<file path="src/rtl/score_tracker.sv">
// Game score keeper: BCD score with edge-detected points, saturation at 9999,
// and a high score that survives game restarts (only clr clears it).
module score_tracker (
    input  logic        clk,
    input  logic        clr,
    input  logic        start,
    input  logic        plusone,
    input  logic        game_over,
    input  logic        game_rst,
    input  logic        show_hi,
    output logic [15:0] score,
    output logic [15:0] hiscore,
    output logic [15:0] disp,
    output logic        new_record,
    output logic        sat,
    output logic [1:0]  st
);

    typedef enum logic [1:0] {
        IDLE    = 2'b00,
        PLAYING = 2'b01,
        UPDATE  = 2'b10,
        OVER    = 2'b11
    } state_t;

    state_t      r_state;
    state_t      w_next;
    logic [15:0] r_score;
    logic [15:0] r_hi;
    logic        r_nr;
    logic        r_plus_q;
    logic        w_rise;
    logic        w_sat;
    logic        w_clear;
    logic        w_inc;
    logic        w_upd_hi;
    logic [15:0] w_score_inc;

    // Ripple-carry BCD increment; a digit only rolls 9->0 when all lower digits carry.
    function automatic logic [15:0] bcd_inc(input logic [15:0] v);
        logic [15:0] res;
        logic        c;
        res = v;
        c   = 1'b1;
        for (int i = 0; i < 4; i++) begin
            if (c) begin
                if (v[i*4 +: 4] == 4'd9) begin
                    res[i*4 +: 4] = 4'd0;
                end else begin
                    res[i*4 +: 4] = v[i*4 +: 4] + 4'd1;
                    c             = 1'b0;
                end
            end
        end
        return res;
    endfunction

    assign w_rise      = plusone & ~r_plus_q;
    assign w_sat       = (r_score == 16'h9999);
    assign w_score_inc = bcd_inc(r_score);

    always_ff @(posedge clk or negedge clr) begin
        if (!clr) r_state <= IDLE;
        else      r_state <= w_next;
    end

    always_comb begin
        w_next   = r_state;
        w_clear  = 1'b0;
        w_inc    = 1'b0;
        w_upd_hi = 1'b0;
        if (game_rst) begin
            w_next  = IDLE;
            w_clear = 1'b1;
        end else begin
            case (r_state)
                IDLE, OVER: begin
                    if (start) begin
                        w_next  = PLAYING;
                        w_clear = 1'b1;
                    end
                end
                PLAYING: begin
                    // game_over wins over a simultaneous point
                    if (game_over) w_next = UPDATE;
                    else           w_inc  = w_rise & ~w_sat;
                end
                UPDATE: begin
                    w_next   = OVER;
                    w_upd_hi = (r_score > r_hi);
                end
                default: w_next = IDLE;
            endcase
        end
    end

    always_ff @(posedge clk or negedge clr) begin
        if (!clr) begin
            r_score  <= 16'h0000;
            r_hi     <= 16'h0000;
            r_nr     <= 1'b0;
            r_plus_q <= 1'b0;
        end else begin
            r_plus_q <= plusone;
            if (w_clear) begin
                r_score <= 16'h0000;
                r_nr    <= 1'b0;
            end else if (w_inc) begin
                r_score <= w_score_inc;
            end
            if (w_upd_hi) begin
                r_hi <= r_score;
                r_nr <= 1'b1;
            end
        end
    end

    assign score      = r_score;
    assign hiscore    = r_hi;
    assign new_record = r_nr;
    assign sat        = w_sat;
    assign st         = r_state;
    assign disp       = show_hi ? r_hi : r_score;

endmodule

</file>
<file path="config.mk">
export PLATFORM = sky130hd
export DESIGN_NAME = score_tracker
export DESIGN_NICKNAME = d
export VERILOG_FILES = /design/src/rtl/score_tracker.sv
export SDC_FILE = /design/constraint.sdc
export NUM_CORES = 1
export LEC_CHECK = 0
export CAP_MARGIN = 20
export CORE_UTILIZATION = 43
export CTS_CLUSTER_DIAMETER = 60
export DETAILED_ROUTE_END_ITERATION = 12
export PLACE_DENSITY = 0.7
export SYNTH_ARGS = -nofsm -noshare
export SYNTH_HDL_FRONTEND = slang
export SYNTH_SLANG_ARGS = --single-unit
</file>
<file path="constraint.sdc">
create_clock -name clk -period 2.7 [get_ports clk]
set_input_delay 0.54 -clock clk [delete_from_list [all_inputs] [get_ports clk]]
set_output_delay 0.54 -clock clk [all_outputs]
set_load 0.05 [all_outputs]
</file>
# Word level (Yosys, flattened, before mapping)
# Index checks and enable logic that the tools add are counted.
[totals] wordCells=67 register_bits=36
[classes] add_sub_neg=4 n_reduce_logical=11 n_bitwise=4 n_eq_ne=10 n_lt_le_gt_ge=1 mux=29
[ops] cell="$mux W16" count=3
[ops] cell="$mux W4" count=7
[ops] cell="$add A4 B1 Y4 const B" count=4
[ops] cell="$eq A16 B16 Y1 const B" count=1
[ops] cell="$eq A4 B4 Y1 const B" count=4
[ops] cell="$gt A16 B16 Y1" count=1
[ops] cell="$mux W1" count=15
[ops] cell="$reduce_bool A2 Y1" count=5
[ops] cell="$reduce_and A2 Y1" count=4
[ops] cell="$mux W2" count=3
[ops] cell="$ne A3 B3 Y1 const B" count=2
[ops] cell="$pmux W2 S3" count=1
[ops] cell="$eq A2 B2 Y1 const B" count=2
[ops] cell="$and A1 B1 Y1" count=2
[ops] cell="$eq A2 B1 Y1 const B" count=1
[ops] cell="$logic_not A2 Y1" count=1
[ops] cell="$not A1 Y1" count=2
[ops] cell="$reduce_or A2 Y1" count=1

# Logic depth before layout (Yosys ltp)
# Gate-level depths: netlist (run 1).
[logic_depth] depth_word=8 ltp_mapped=9 depth_no_buf=7

# Worst setup path before layout (run 1)
# Ideal clock, no wire load.
[synth_timing] path_type="reg2out" from="reg r_score[2], in the netlist score[2]" to="out disp[2]" path_stages_with_launch=3 t_arrival_ns=1.977 t_required_ns=2.160 slack_ns=0.183 cell_sequence="dfrtp_1 -> inv_1 -> o21ai_0"
[synth_between] elab_chain_cells=1
[synth_rtl] item="start: declaration" line="28" text="logic [15:0] r_score;"
[synth_rtl] item="start signal: assignment" line="109" text="r_score <= w_score_inc;"
[synth_rtl] item="$mux W16" line="123" text="assign disp = show_hi ? r_hi : r_score;"
[synth_rtl] item="end: declaration" line="13" text="output logic [15:0] disp,"
# Every way passes these cells.

# Final worst setup path (run 1)
[layout_timing] from="reg r_score[13], in the netlist score[13]" to="out sat"
[layout_between] elab_chain_cells=1
[layout_rtl] item="$eq A16 B16 Y1" line="59" text="assign w_sat = (r_score == 16'h9999);"
[layout_rtl] item="end: declaration" line="15" text="output logic sat,"
# Every way passes these cells.

==> results_dict.tcl, run 1 <==
set metrics [dict create \
    finalWirelength_um 7240 \
    required_ns 2.16 \
    max_slew_margin_pct 42.6 \
    leakage_uw 0.00165 \
    final_common_cell "clkdlybuf4s50_1" \
    drt-initial-drc-count 180 \
    drcViolationCount 0 \
    post-dp-hpwl_um 5300 \
    cts.clk_slew.worst_paths_ns 0.08 \
    syn_to_final_growth_pct 36.2 \
    crit_type "reg2out" \
    synth-seq-cells 36 \
    end_kind "output port" \
    core_area_mm2 0.00592 \
    numCtsBuffers 5 \
    pwr-share-seq_pct 38.1 \
    crit_top_cell "buf_4" \
    overflow 0 \
    insertion_delay_ns 0.29 \
    ios 59 \
    critical_path_arrival_ns 1.83 \
    cp_max_fo 5 \
    skew_ns 0.00504 \
    synth-edff-count 0 \
    grtUsageTotal_pct 23.6 \
    synth_warnings 0 \
    p_sw_uw 639 \
    holdBufCountCts 0 \
    filler_cell_count 510 \
    syn-cell-area_mm2 0.00263 \
    final_cell_mix "clkdlybuf4s50_1 (40), dfrtp_1 (36), inv_1 (35), nand2_1 (34), ha_1 (27)" \
    synthesis.nets 342 \
    power_density_mw_per_mm2 452 \
    antenna_found_initial 0 \
    place_congestion 0.844 \
    cts-resized-gates 0 \
    n_antenna_cell 0 \
    power_frac_comb_pct 36.6 \
    rows 28 \
    num_vias 2551 \
    hold_path.class "in2async" \
    peakVddDrop_uv 603 \
    p_int_uw 981 \
    yosysUniqueCellTypes 43 \
    ys.flop_type "dfrtp_1" \
    cp_slowest_cell "dfrtp_1" \
    rsz0062_at_grt "no" \
    fin_crit_ns 2.37 \
    cpPeakStageDelay_ns 0.41 \
    grt_pass1_wl_um 11400 \
    clock_sinks 36 \
    period_share_pct 87.9 \
    hold-worst-slack_ns 0.342 \
    max_cap_viol_count 0 \
    worst_pin_slew_ns 0.861 \
    status "completed" \
    design.die.area_mm2 0.00643 \
    rrSetupSlack_ns 0.43 \
    drtAntennaViolNets 0 \
    synthCells 308 \
    fmax_mhz 421 \
    syn_area_per_cell_um2 8.53 \
    fin_tns_setup_ns 0 \
    cp-startpoint "score[13]" \
    via_per_inst 5.69 \
    postPlaceCellArea_mm2 0.00349 \
    worstPathCellList "buf_4 > inv_1 > ha_1 > and3b_1 > nand3_1 > nor2_1 > buf_4" \
    dieWidth_um 80.2 \
    layout.nets 406 \
    gr-max-usage-layer "met2" \
    fin_util_pct 60.5 \
    use_met1_pct 31.9 \
    final_area_mm2 0.00358 \
    seq_area_frac_synth_pct 34.3 \
    cp-start-kind "flop" \
    start_util_pct 44.4 \
    async_flop_share_pct 100 \
    grt_pass1_vias 2313 \
    h-tree-depth 2 \
    switching_share_pct 39.4 \
    setup_viol_count_final 0 \
    io_buffers 58 \
    pwr-share-clk_pct 25.3 \
    root_buffer "clkbuf_8" \
    tritoncts "yes" \
    die_y_um 80.2 \
    reg2reg_from "hiscore[15]" \
    slew_viol_final 0 \
    globalRouteMet3Util_pct 4.32 \
    drive_gt1_share_pct 12.3 \
    grt.met2_usage_pct 38.1 \
    grt_max_degree 37 \
    wl_per_cell_um 16.2 \
    clk_path_buf_depth 2 \
    cts_setup_buffers 0 \
    hold_viol_final 0 \
    firstDrtPassIters 4 \
]
worst max-delay path: cells and delay by family, from the launching register on:
kind | cells | cell delay, ns
fa+ha+maj | 1 | 0.16
buf+inv | 3 | 0.50
flops | 1 | 0.41
simple gates | 3 | 0.46
cell type report:
class	count	area [um^2]	share of cell area, %
clock inverter	2	10.0	0.280
multi-input combinational	222	1520	42.6
sequential	36	901	25.2
tap	75	93.8	2.62
timing repair buffer	72	838	23.4
clock buffer	6	82.6	2.31
inverter	35	131	3.67
metal layers:
metal | routed length (um) | share of wire (%)
met1 | 3370 | 47
met2 | 3470 | 48
met3 | 294 | 4.1
met4 | 104 | 1.4
met5 | 0 | 0
cell families (layout without fill, tap and decap cells):
logic type | Yosys count | after routing | share of synthesized area (%)
xor gates and xnor gates | 3 | 3 | 1.00
muxes | 4 | 4 | 1.57
AOI/OAI and AO/OA | 83 | 83 | 21.1
DFF | 36 | 36 | 34.3
buffers and inverters | 50 | 115 | 7.76
adders and majority gates | 27 | 27 | 12.9
and+or+nand+nor | 105 | 105 | 21.5
cells in the mapped netlist (4+ instances only):
master,count,area share (%)
a21o_1,4,1.1
a21oi_1,15,2.9
a32oi_1,16,5.3
and3b_1,4,1.3
clkbuf_1,11,1.6
dfrtp_1,36,34
ha_1,27,13
inv_1,35,5.0
nand2_1,34,4.9
nand3_1,7,1.3
nor2_1,19,2.7
nor3_1,4,0.76
nor4_1,15,3.6
o21ai_0,23,4.4
o31ai_1,17,4.9
registers in the layout (all words and copies together), names as in the netlist:
register and flops:
st 2, r_plus_q 1, new_record 1, score 16
hiscore 16
final timing paths:
kind,end,cells past startpoint
worst max-delay path,sat,7
worst min-delay path,hiscore[10],1
worst max register to register,hiscore[8],7
worst min register to register,new_record,2
max in group asynchronous,score[2],1
min in group clk,new_record,2
metrics by stage:
| stage | power (uW) | cells | setup slack, ns |
|---|---|---|---|
| 4_1_cts | 1630 | 448 | 0.332 |
| 3_5_place_dp | 1220 | 440 | 0.286 |
| 6_report | 1620 | 448 | 0.327 |
| 5_1_grt | 1710 | 448 | 0.264 |
| 3_3_place_gp | 1220 | 440 | 0.320 |
| 2_1_floorplan | 978 | 308 | 0.183 |
power groups by stage:
stage	Clock, uW	Combinational [uW]	Sequential [uW]
floorplan	0	263	715
global placement	0	588	628
detailed placement	0	592	628
CTS	415	594	618
global route	441	650	622
finish	410	592	618
Note: power is estimated with default switching activity, not from simulation.
==> run 2, diff against run 1 <==
- CELL_PAD_IN_SITES_DETAIL_PLACEMENT: unset -> 0
- CELL_PAD_IN_SITES_GLOBAL_PLACEMENT: unset -> 1
- CORE_UTILIZATION: 43 -> 39
- CTS_BUF_LIST: unset -> sky130_fd_sc_hd__clkbuf_2 sky130_fd_sc_hd__clkbuf_4 sky130_fd_sc_hd__clkbuf_8
- PLACE_DENSITY: 0.7 -> unset
- PLACE_DENSITY_LB_ADDON: unset -> 0.1
==> run 2 against run 1 <==
- the flow now finishes with violations (DRC)
- via count rose by 1.1%
- count of clock-buffer cells in the layout fell by 1
- core utilization shrank 3.5 points
- clock power grew 67%
- setup slack worse by 0.0098 ns
- global-route usage is 0.60 points lower
- hold slack lost 0.0036 ns
- routed wire length rose by 6.8%
- die area increased by 10%
- critical path type is now in2out
- highest routed layer unchanged
==> results_dict.tcl, run 2 (same netlist as run 1, synthesis figures left out) <==
set metrics [dict create \
    setup_slack_ns 0.317 \
    reg2reg_from "score[15]" \
    slew_viol_final 0 \
    clk_path_buf_depth 2 \
    fin_tns_setup_ns 0 \
    num_vias 2579 \
    holdBufCountCts 0 \
    placed_cells 443 \
    power_density_mw_per_mm2 520 \
    final_cells 451 \
    io_buffers 58 \
    status "finished with violations" \
    start_util_pct 40.9 \
    post-dp-hpwl_um 5600 \
    critical_path_arrival_ns 1.84 \
    cts_setup_buffers 0 \
    die_y_um 84.1 \
    end_kind "output port" \
    wl_per_cell_um 17.1 \
    place_ws_ns 0.223 \
    clock_sinks 36 \
    postPlaceCellArea_mm2 0.00350 \
    core_area_mm2 0.00642 \
    max_cap_viol_count 0 \
    final_area_mm2 0.00366 \
    place_congestion 0.883 \
    n_antenna_cell 0 \
    insertion_delay_ns 0.30 \
    grt_max_degree 37 \
    setup_viol_count_final 0 \
    fmax_mhz 420 \
    cp-startpoint "show_hi" \
    hold_viol_final 0 \
    finalWirelength_um 7730 \
    rows 29 \
    tritoncts "yes" \
    max_slew_margin_pct 42.7 \
    syn_to_final_growth_pct 39.1 \
    overflow 0 \
    rsz0062_at_grt "no" \
    cp_max_fo 18 \
    peakVddDrop_uv 489 \
    skew_ns 0.0126 \
    antenna_found_initial 0 \
    drtAntennaViolNets 0 \
    design.die.area_mm2 0.00707 \
    ios 59 \
    h-tree-depth 2 \
    fin_crit_ns 2.38 \
    drt-initial-drc-count 135 \
    required_ns 2.16 \
    dieWidth_um 84.1 \
    cts-resized-gates 0 \
    drive_gt1_share_pct 12.6 \
    via_per_inst 5.72 \
    crit_type "in2out" \
    cts.clk_slew.worst_paths_ns 0.08 \
    grt_pass1_vias 2482 \
    layout.nets 407 \
    final_cell_mix "clkdlybuf4s50_1 (40), dfrtp_1 (36), inv_1 (35), nand2_1 (34), ha_1 (27)" \
    final_common_cell "clkdlybuf4s50_1" \
    r2r_cells 6 \
    root_buffer "clkbuf_8" \
    crit_path_end "disp[8]" \
    violations "DRC" \
    hold_path.class "in2async" \
    firstDrtPassIters 8 \
    grtUsageTotal_pct 23.0 \
    leakage_uw 0.00168 \
    drcViolationCount 2 \
    grt_pass1_wl_um 12700 \
    rrSetupSlack_ns 0.38 \
    reg2reg_to "hiscore[9]" \
    numCtsBuffers 5 \
    period_share_pct 88.3 \
    worst_pin_slew_ns 0.860 \
    filler_cell_count 576 \
    cp-start-kind "primary input" \
]
## run 2: cell types whose count changed in the layout (fill, tap and decap cells not counted)
| cell | delta |
|---|---|
| bufinv_16 | +3 |
| clkinv_2 | -2 |
| buf_4 | +1 |
| clkbuf_8 | -1 |
## run 2: metal layers
metal  up-vias  part of all wire, %  wire length, um  GRT usage, %
li1       1255                    -                -             -
met1      1228                   47             3600          31.5
met2        83                   46             3570          36.0
met3        13                  5.7              441          5.04
met4         0                  1.5              119          7.52
met5         -                    0                0             0
## run 2: power breakdown
part | total, uW | switching (uW) | leakage [uW] | internal, uW
registers | 617 | 48.8 | 0.000413 | 568
logic | 601 | 390 | 0.00119 | 211
clock network | 685 | 223 | 0.0000784 | 462
## run 2: cell type report
type / count / area, um^2 / area share (%)
inverter: 35 / 131 / 3.59
clock inverter: 3 / 90.1 / 2.46
sequential: 36 / 901 / 24.6
clock buffer: 5 / 68.8 / 1.88
multi-input combinational: 222 / 1520 / 41.7
tap: 77 / 96.3 / 2.63
timing repair buffer: 73 / 846 / 23.1
## run 2: through the flow
| stage | hold slack (ns) | total power [uW] | utilization, % |
|---|---|---|---|
| 2_1_floorplan | 0.244 | 978 | - |
| 3_3_place_gp | 0.475 | 1230 | 54.5 |
| 3_5_place_dp | 0.477 | 1230 | 54.5 |
| 4_1_cts | 0.370 | 1920 | 56.9 |
| 5_1_grt | 0.418 | 1990 | 56.9 |
| 6_report | 0.338 | 1900 | 56.9 |
## run 2: critical path, cell delays in order
cell and delay (ns):
clkdlybuf4s50_1 0.40, buf_4 0.18, buf_4 0.20, o21ai_0 0.33
buf_12 0.19
## run 2: worst min-delay path by stage
| stage | endpoint | slack, ns | cells past startpoint |
|---|---|---|---|
| after floorplan | hiscore[0] | 0.24 | 0 |
| after global placement | new_record | 0.47 | 2 |
| after detailed placement | new_record | 0.48 | 2 |
| after CTS | hiscore[0] | 0.37 | 1 |
| after global routing | hiscore[0] | 0.42 | 1 |
| final | hiscore[0] | 0.34 | 1 |
